[src/rtl/square_disp_pkg.sv]
// Shared definitions for the squared-value display: FSM encoding, 7-segment
// patterns ({g,f,e,d,c,b,a}, active high) and the double-dabble step.
package square_disp_pkg;

    typedef enum logic [1:0] {
        ST_IDLE = 2'd0,
        ST_CONV = 2'd1,
        ST_DONE = 2'd2
    } state_t;

    localparam int CONV_STEPS = 6;

    localparam logic [6:0] SEG_0     = 7'b0111111;
    localparam logic [6:0] SEG_1     = 7'b0000110;
    localparam logic [6:0] SEG_2     = 7'b1011011;
    localparam logic [6:0] SEG_3     = 7'b1001111;
    localparam logic [6:0] SEG_4     = 7'b1100110;
    localparam logic [6:0] SEG_5     = 7'b1101101;
    localparam logic [6:0] SEG_6     = 7'b1111101;
    localparam logic [6:0] SEG_7     = 7'b0000111;
    localparam logic [6:0] SEG_8     = 7'b1111111;
    localparam logic [6:0] SEG_9     = 7'b1101111;
    localparam logic [6:0] SEG_BLANK = 7'b0000000;

    // Layout {tens, ones, binary}: correct each BCD nibble, then shift left.
    function automatic logic [13:0] dabble_step(input logic [13:0] r);
        logic [3:0] t;
        logic [3:0] o;
        t = r[13:10];
        o = r[9:6];
        if (t >= 4'd5) t = t + 4'd3;
        if (o >= 4'd5) o = o + 4'd3;
        return {t, o, r[5:0]} << 1;
    endfunction

endpackage

[src/rtl/seg7_decode.sv]
// Combinational BCD digit to 7-segment map; codes 10..15 show blank.
module seg7_decode
    import square_disp_pkg::*;
(
    input  logic [3:0] digit,
    output logic [6:0] seg
);

    always_comb begin
        seg = SEG_BLANK;
        case (digit)
            4'd0:    seg = SEG_0;
            4'd1:    seg = SEG_1;
            4'd2:    seg = SEG_2;
            4'd3:    seg = SEG_3;
            4'd4:    seg = SEG_4;
            4'd5:    seg = SEG_5;
            4'd6:    seg = SEG_6;
            4'd7:    seg = SEG_7;
            4'd8:    seg = SEG_8;
            4'd9:    seg = SEG_9;
            default: seg = SEG_BLANK;
        endcase
    end

endmodule

[src/rtl/square_display.sv]
// Converts a 6-bit squared value to two BCD digits by double-dabble and
// multiplexes them onto a two-digit common 7-segment display.
//
// state   | meaning
// --------+----------------------------------------------------------
// ST_IDLE | waiting for load; value captured when load is high
// ST_CONV | one double-dabble step per cycle, six steps total
// ST_DONE | commit tens/ones, pulse done, return to idle
module square_display
    import square_disp_pkg::*;
#(
    parameter int SCAN_DIV = 100000,
    parameter int BLANK_LZ = 1
) (
    input  logic       clk,
    input  logic       rst,
    input  logic       load,
    input  logic [5:0] value,
    output logic       busy,
    output logic       done,
    output logic [3:0] tens,
    output logic [3:0] ones,
    output logic [6:0] seg,
    output logic [1:0] an
);

    localparam int CW = $clog2(SCAN_DIV);

    state_t      state;
    state_t      state_nxt;
    logic [13:0] dd_reg;
    logic [2:0]  step_cnt;

    always_ff @(posedge clk) begin
        if (rst) state <= ST_IDLE;
        else     state <= state_nxt;
    end

    always_comb begin
        state_nxt = state;
        case (state)
            ST_IDLE: if (load) state_nxt = ST_CONV;
            ST_CONV: if (step_cnt == 3'(CONV_STEPS - 1)) state_nxt = ST_DONE;
            ST_DONE: state_nxt = ST_IDLE;
            default: state_nxt = ST_IDLE;
        endcase
    end

    assign busy = (state != ST_IDLE);

    // value is only sampled in idle, so changes mid-conversion are harmless.
    always_ff @(posedge clk) begin
        if (rst) begin
            dd_reg   <= '0;
            step_cnt <= '0;
            tens     <= '0;
            ones     <= '0;
            done     <= 1'b0;
        end else begin
            done <= 1'b0;
            case (state)
                ST_IDLE: begin
                    if (load) begin
                        dd_reg   <= {8'd0, value};
                        step_cnt <= '0;
                    end
                end
                ST_CONV: begin
                    dd_reg   <= dabble_step(dd_reg);
                    step_cnt <= step_cnt + 3'd1;
                end
                ST_DONE: begin
                    tens <= dd_reg[13:10];
                    ones <= dd_reg[9:6];
                    done <= 1'b1;
                end
                default: ;
            endcase
        end
    end

    logic [CW-1:0] scan_cnt;
    logic          scan_sel;

    always_ff @(posedge clk) begin
        if (rst) begin
            scan_cnt <= '0;
            scan_sel <= 1'b0;
        end else if (scan_cnt == CW'(SCAN_DIV - 1)) begin
            scan_cnt <= '0;
            scan_sel <= ~scan_sel;
        end else begin
            scan_cnt <= scan_cnt + 1'b1;
        end
    end

    logic [3:0] digit_sel;
    logic [6:0] seg_raw;
    logic       blank;

    assign digit_sel = scan_sel ? tens : ones;
    assign blank     = scan_sel && (BLANK_LZ != 0) && (tens == 4'd0);

    seg7_decode u_dec (
        .digit (digit_sel),
        .seg   (seg_raw)
    );

    always_ff @(posedge clk) begin
        if (rst) begin
            an  <= 2'b01;
            seg <= SEG_0;
        end else begin
            an  <= scan_sel ? 2'b10 : 2'b01;
            seg <= blank ? SEG_BLANK : seg_raw;
        end
    end

endmodule

[config.mk]
export PLATFORM = sky130hd
export DESIGN_NAME = square_display
export DESIGN_NICKNAME = d
export VERILOG_FILES = /design/src/rtl/square_disp_pkg.sv /design/src/rtl/seg7_decode.sv /design/src/rtl/square_display.sv
export SDC_FILE = /design/constraint.sdc
export NUM_CORES = 1
export LEC_CHECK = 0
export ABC_AREA = 1
export CAP_MARGIN = 25
export CELL_PAD_IN_SITES_DETAIL_PLACEMENT = 0
export CELL_PAD_IN_SITES_GLOBAL_PLACEMENT = 1
export CORE_MARGIN = 3
export CORE_UTILIZATION = 44
export CTS_CLUSTER_SIZE = 40
export DETAILED_ROUTE_END_ITERATION = 7
export GPL_ROUTABILITY_DRIVEN = 0
export HOLD_SLACK_MARGIN = 0.1
export PLACE_DENSITY_LB_ADDON = 0.1
export REMOVE_ABC_BUFFERS = 1
export SLEW_MARGIN = 0
export SYNTH_ARGS = -nofsm -noshare
export SYNTH_HDL_FRONTEND = slang
export SYNTH_HIERARCHICAL = 1
export SYNTH_SLANG_ARGS = --single-unit
[constraint.sdc]
create_clock -name clk -period 5.05 [get_ports clk]
set_input_delay 1.515 -clock clk [delete_from_list [all_inputs] [get_ports clk]]
set_output_delay 1.515 -clock clk [all_outputs]
set_load 0.01 [all_outputs]
==> parameters.txt <==
Parameter                              Value

Floorplanning
  CORE AREA    5680 µm²
  Num ports    28
  Rows    27
  Area of the die    between 7000 and 8000 µm²
  Die boundary height    between 80 and 90 µm
  Die W    84.0 µm
  Starting Density    47.1%

Worst hold path
  Worst min-delay path category    reg2reg

Global route
  Wire length of the first global-routing pass    ~9 mm
  Vias in the first global route    2,062
  GRT Resource Usage Total    15.0%
  Antenna violations before repair    0
  Total congestion overflow    0
  Maximum number of pins on one net before global-route repair    26

Clocking
  CTS Root Cell    sky130_fd_sc_hd__clkbuf_8
  Sinks on Clock Net    55
  Count of instances resized after the clock tree is built    0
  Clock tree from TritonCTS    yes
  Buffer count from post-CTS setup fixing    0
  Source-to-sink clock delay at the later pin of the worst-skew pair    between 300 and 400 ps
  Number of buffers created by CTS    5
  CTS HTree Levels    2
  Clock slew at the register clock pins of the worst setup and hold paths    approximately 100 ps
  Hold_buf cts    0
  Deepest clock path buffer count    2

Synth
  Seq cells post-synth    55
  Most instantiated flip-flop cell in the synthesis netlist    sky130_fd_sc_hd__dfxtp_1
  FFs w/ async S/R, synth    0%
  Portion of the post-synthesis area used by sequential elements    41.2%
  Number of cells produced by synthesis    372
  Area of the mapped netlist    2670 µm²
  Synthesis warning total    6
  Distinct cell type count of the synthesized netlist    27
  Number of enable-type register cells in the synthesized netlist    0
  Syn_area_per_cell    7.19 µm²

Critical path
  Critical Path RT    approximately 5300 ps
  CP max FO    25
  Kind of capture point of the worst setup path    flip-flop
  Launching element type of the critical path    input pin
  CP Class    in2reg
  Worst Path Arrival    3340 ps

STA
  Period minus WS final    3100 ps
  Worst setup skew after layout    7.69 ps
  Setup tns final    0 ps
  Setup repair after global routing missed its margin    false
  # setup viols final    0
  Fin crit share    61.3%
  Tightest slew margin relative to the limit    42.5%
  Max-slew violation total from the final report    0
  Peak clock frequency supported by timing    approximately 320 MHz
  Hold slack    ~450 ps
  Worst Tran Pin Value    859 ps
  Final hold violation count    0

Routing
  Total via count after detailed routing    2,284
  First-pass iteration count of the detailed router    4
  Post-Route WL    about 5.1 mm
  Per-cell routed wire length    10.8 µm
  Residual DRC    0
  Routed vias/inst    approximately 4.8
  ANT nets after route    0
  Count of routing violations after the opening detailed-route iteration    64

Power
  Power density over the cells    254 nW/µm²
  Peak ir drop on the vdd network    0.000146 V
  P_leak    1.24 nW

Job
  Max-capacitance violation count    0

Cells and area
  Growth of design area from synthesis to finish    16.0%
  Largest register FFs    17
  Count of antenna diodes in the layout    0
  Final Net Count    420
  Fraction of layout instances using a drive strength above 1    under 10%
  Core Util, Final    54.7%

Placement
  Buffers on Ports    27
  HPWL Detailed    3.79 mm

Run status
  Run status    completed
==> final cells by class <==
type / instances / area, µm²
repair buffers: 28 / 278
clock buffers: 5 / 68.8
inverters: 48 / 180
fillers: 567 / 2570
multi-input cells: 260 / 1340
well taps: 72 / 90.1
clock inverters: 3 / 47.5
flip-flops and latches: 55 / 1100
==> logic make-up after synthesis <==
kind of cell | count (synthesis) | share of synthesized area, %
and+or+nand+nor | 178 | 29.9
AOI/OAI and AO/OA | 64 | 12.4
buffers and inverters | 57 | 8.84
DFF | 55 | 41.2
adders and majority gates | 13 | 6.08
xor gates and xnor gates | 5 | 1.64
==> Yosys cell counts (4+ instances only) <==
library cell,number,area (µm²)
sky130_fd_sc_hd__nand3_1,19,95.1
sky130_fd_sc_hd__nor2_1,27,101
sky130_fd_sc_hd__o21ai_0,28,140
sky130_fd_sc_hd__dfxtp_1,55,1100
sky130_fd_sc_hd__ha_1,13,163
sky130_fd_sc_hd__xor2_1,4,35.0
sky130_fd_sc_hd__buf_2,5,25.0
sky130_fd_sc_hd__nand2_1,100,375
sky130_fd_sc_hd__a21oi_1,32,160
sky130_fd_sc_hd__nand4_1,10,62.6
sky130_fd_sc_hd__inv_1,45,169
sky130_fd_sc_hd__nor2_2,6,37.5
==> path summary, 6_finish.rpt <==
kind                                start            to  slack (ps)  cells past startpoint
worst max-delay path                  rst  scan_cnt[13]        1950                      4
worst min-delay path            dd_reg[4]     dd_reg[4]         450                      2
worst max register to register   scan_sel        seg[3]        3120                     10
worst min register to register  dd_reg[4]     dd_reg[4]         450                      2
==> routing by layer <==
metal | vias to the layer above | global-route usage, % | part of all wire [%]
li1 | 1239 | - | -
met1 | 1013 | 19.9 | 52
met2 | 25 | 24.6 | 45
met3 | 7 | 2.96 | 2.2
met4 | 0 | 4.24 | 1.3
met5 | - | 0 | 0
==> report_power, final <==
group | total, mW | internal, mW | switching, mW
clock network | 0.298 | 0.150 | 0.147
registers | 0.446 | 0.441 | 0.00441
logic | 0.0449 | 0.0174 | 0.0275
total | 0.789 | 0.609 | 0.179
==> critical path, stage by stage <==
cell	delay [ps]
sky130_fd_sc_hd__clkdlybuf4s50_1	660
sky130_fd_sc_hd__inv_1	660
sky130_fd_sc_hd__nand2_4	290
sky130_fd_sc_hd__a21oi_1	190
==> per-stage QoR <==
stage               setup WS (ps)  std cells  cell area (µm²)  power (mW)
finish                       1950        471             3100       0.789
global route                 1740        471             3100       0.824
CTS                          1890        471             3100       0.800
detailed placement           1570        463             2990       0.502
global placement             1620        463             2990       0.501
floorplan                    2440        363             2620       0.483
==> cell usage in the layout (no fill, tap or decap), drive strengths merged <==
| master | synthesis | layout |
|---|---|---|
| xnor2 | 1 | 1 |
| or2 | 3 | 3 |
| inv | 48 | 49 |
| nand3b | 2 | 2 |
| o21ai | 29 | 29 |
| clkbuf | 3 | 5 |
| bufinv | 0 | 1 |
| nor2 | 34 | 34 |
| xor2 | 4 | 4 |
| buf | 6 | 1 |
| dfxtp | 55 | 55 |
| nor3 | 4 | 4 |
| clkinv | 0 | 1 |
| ha | 13 | 13 |
| nand4 | 10 | 10 |
| clkdlybuf4s50 | 0 | 27 |
| nand2 | 104 | 104 |
| nand3 | 21 | 21 |
| a21oi | 35 | 35 |
No activity file was read; power rests on OpenSTA's default activity.
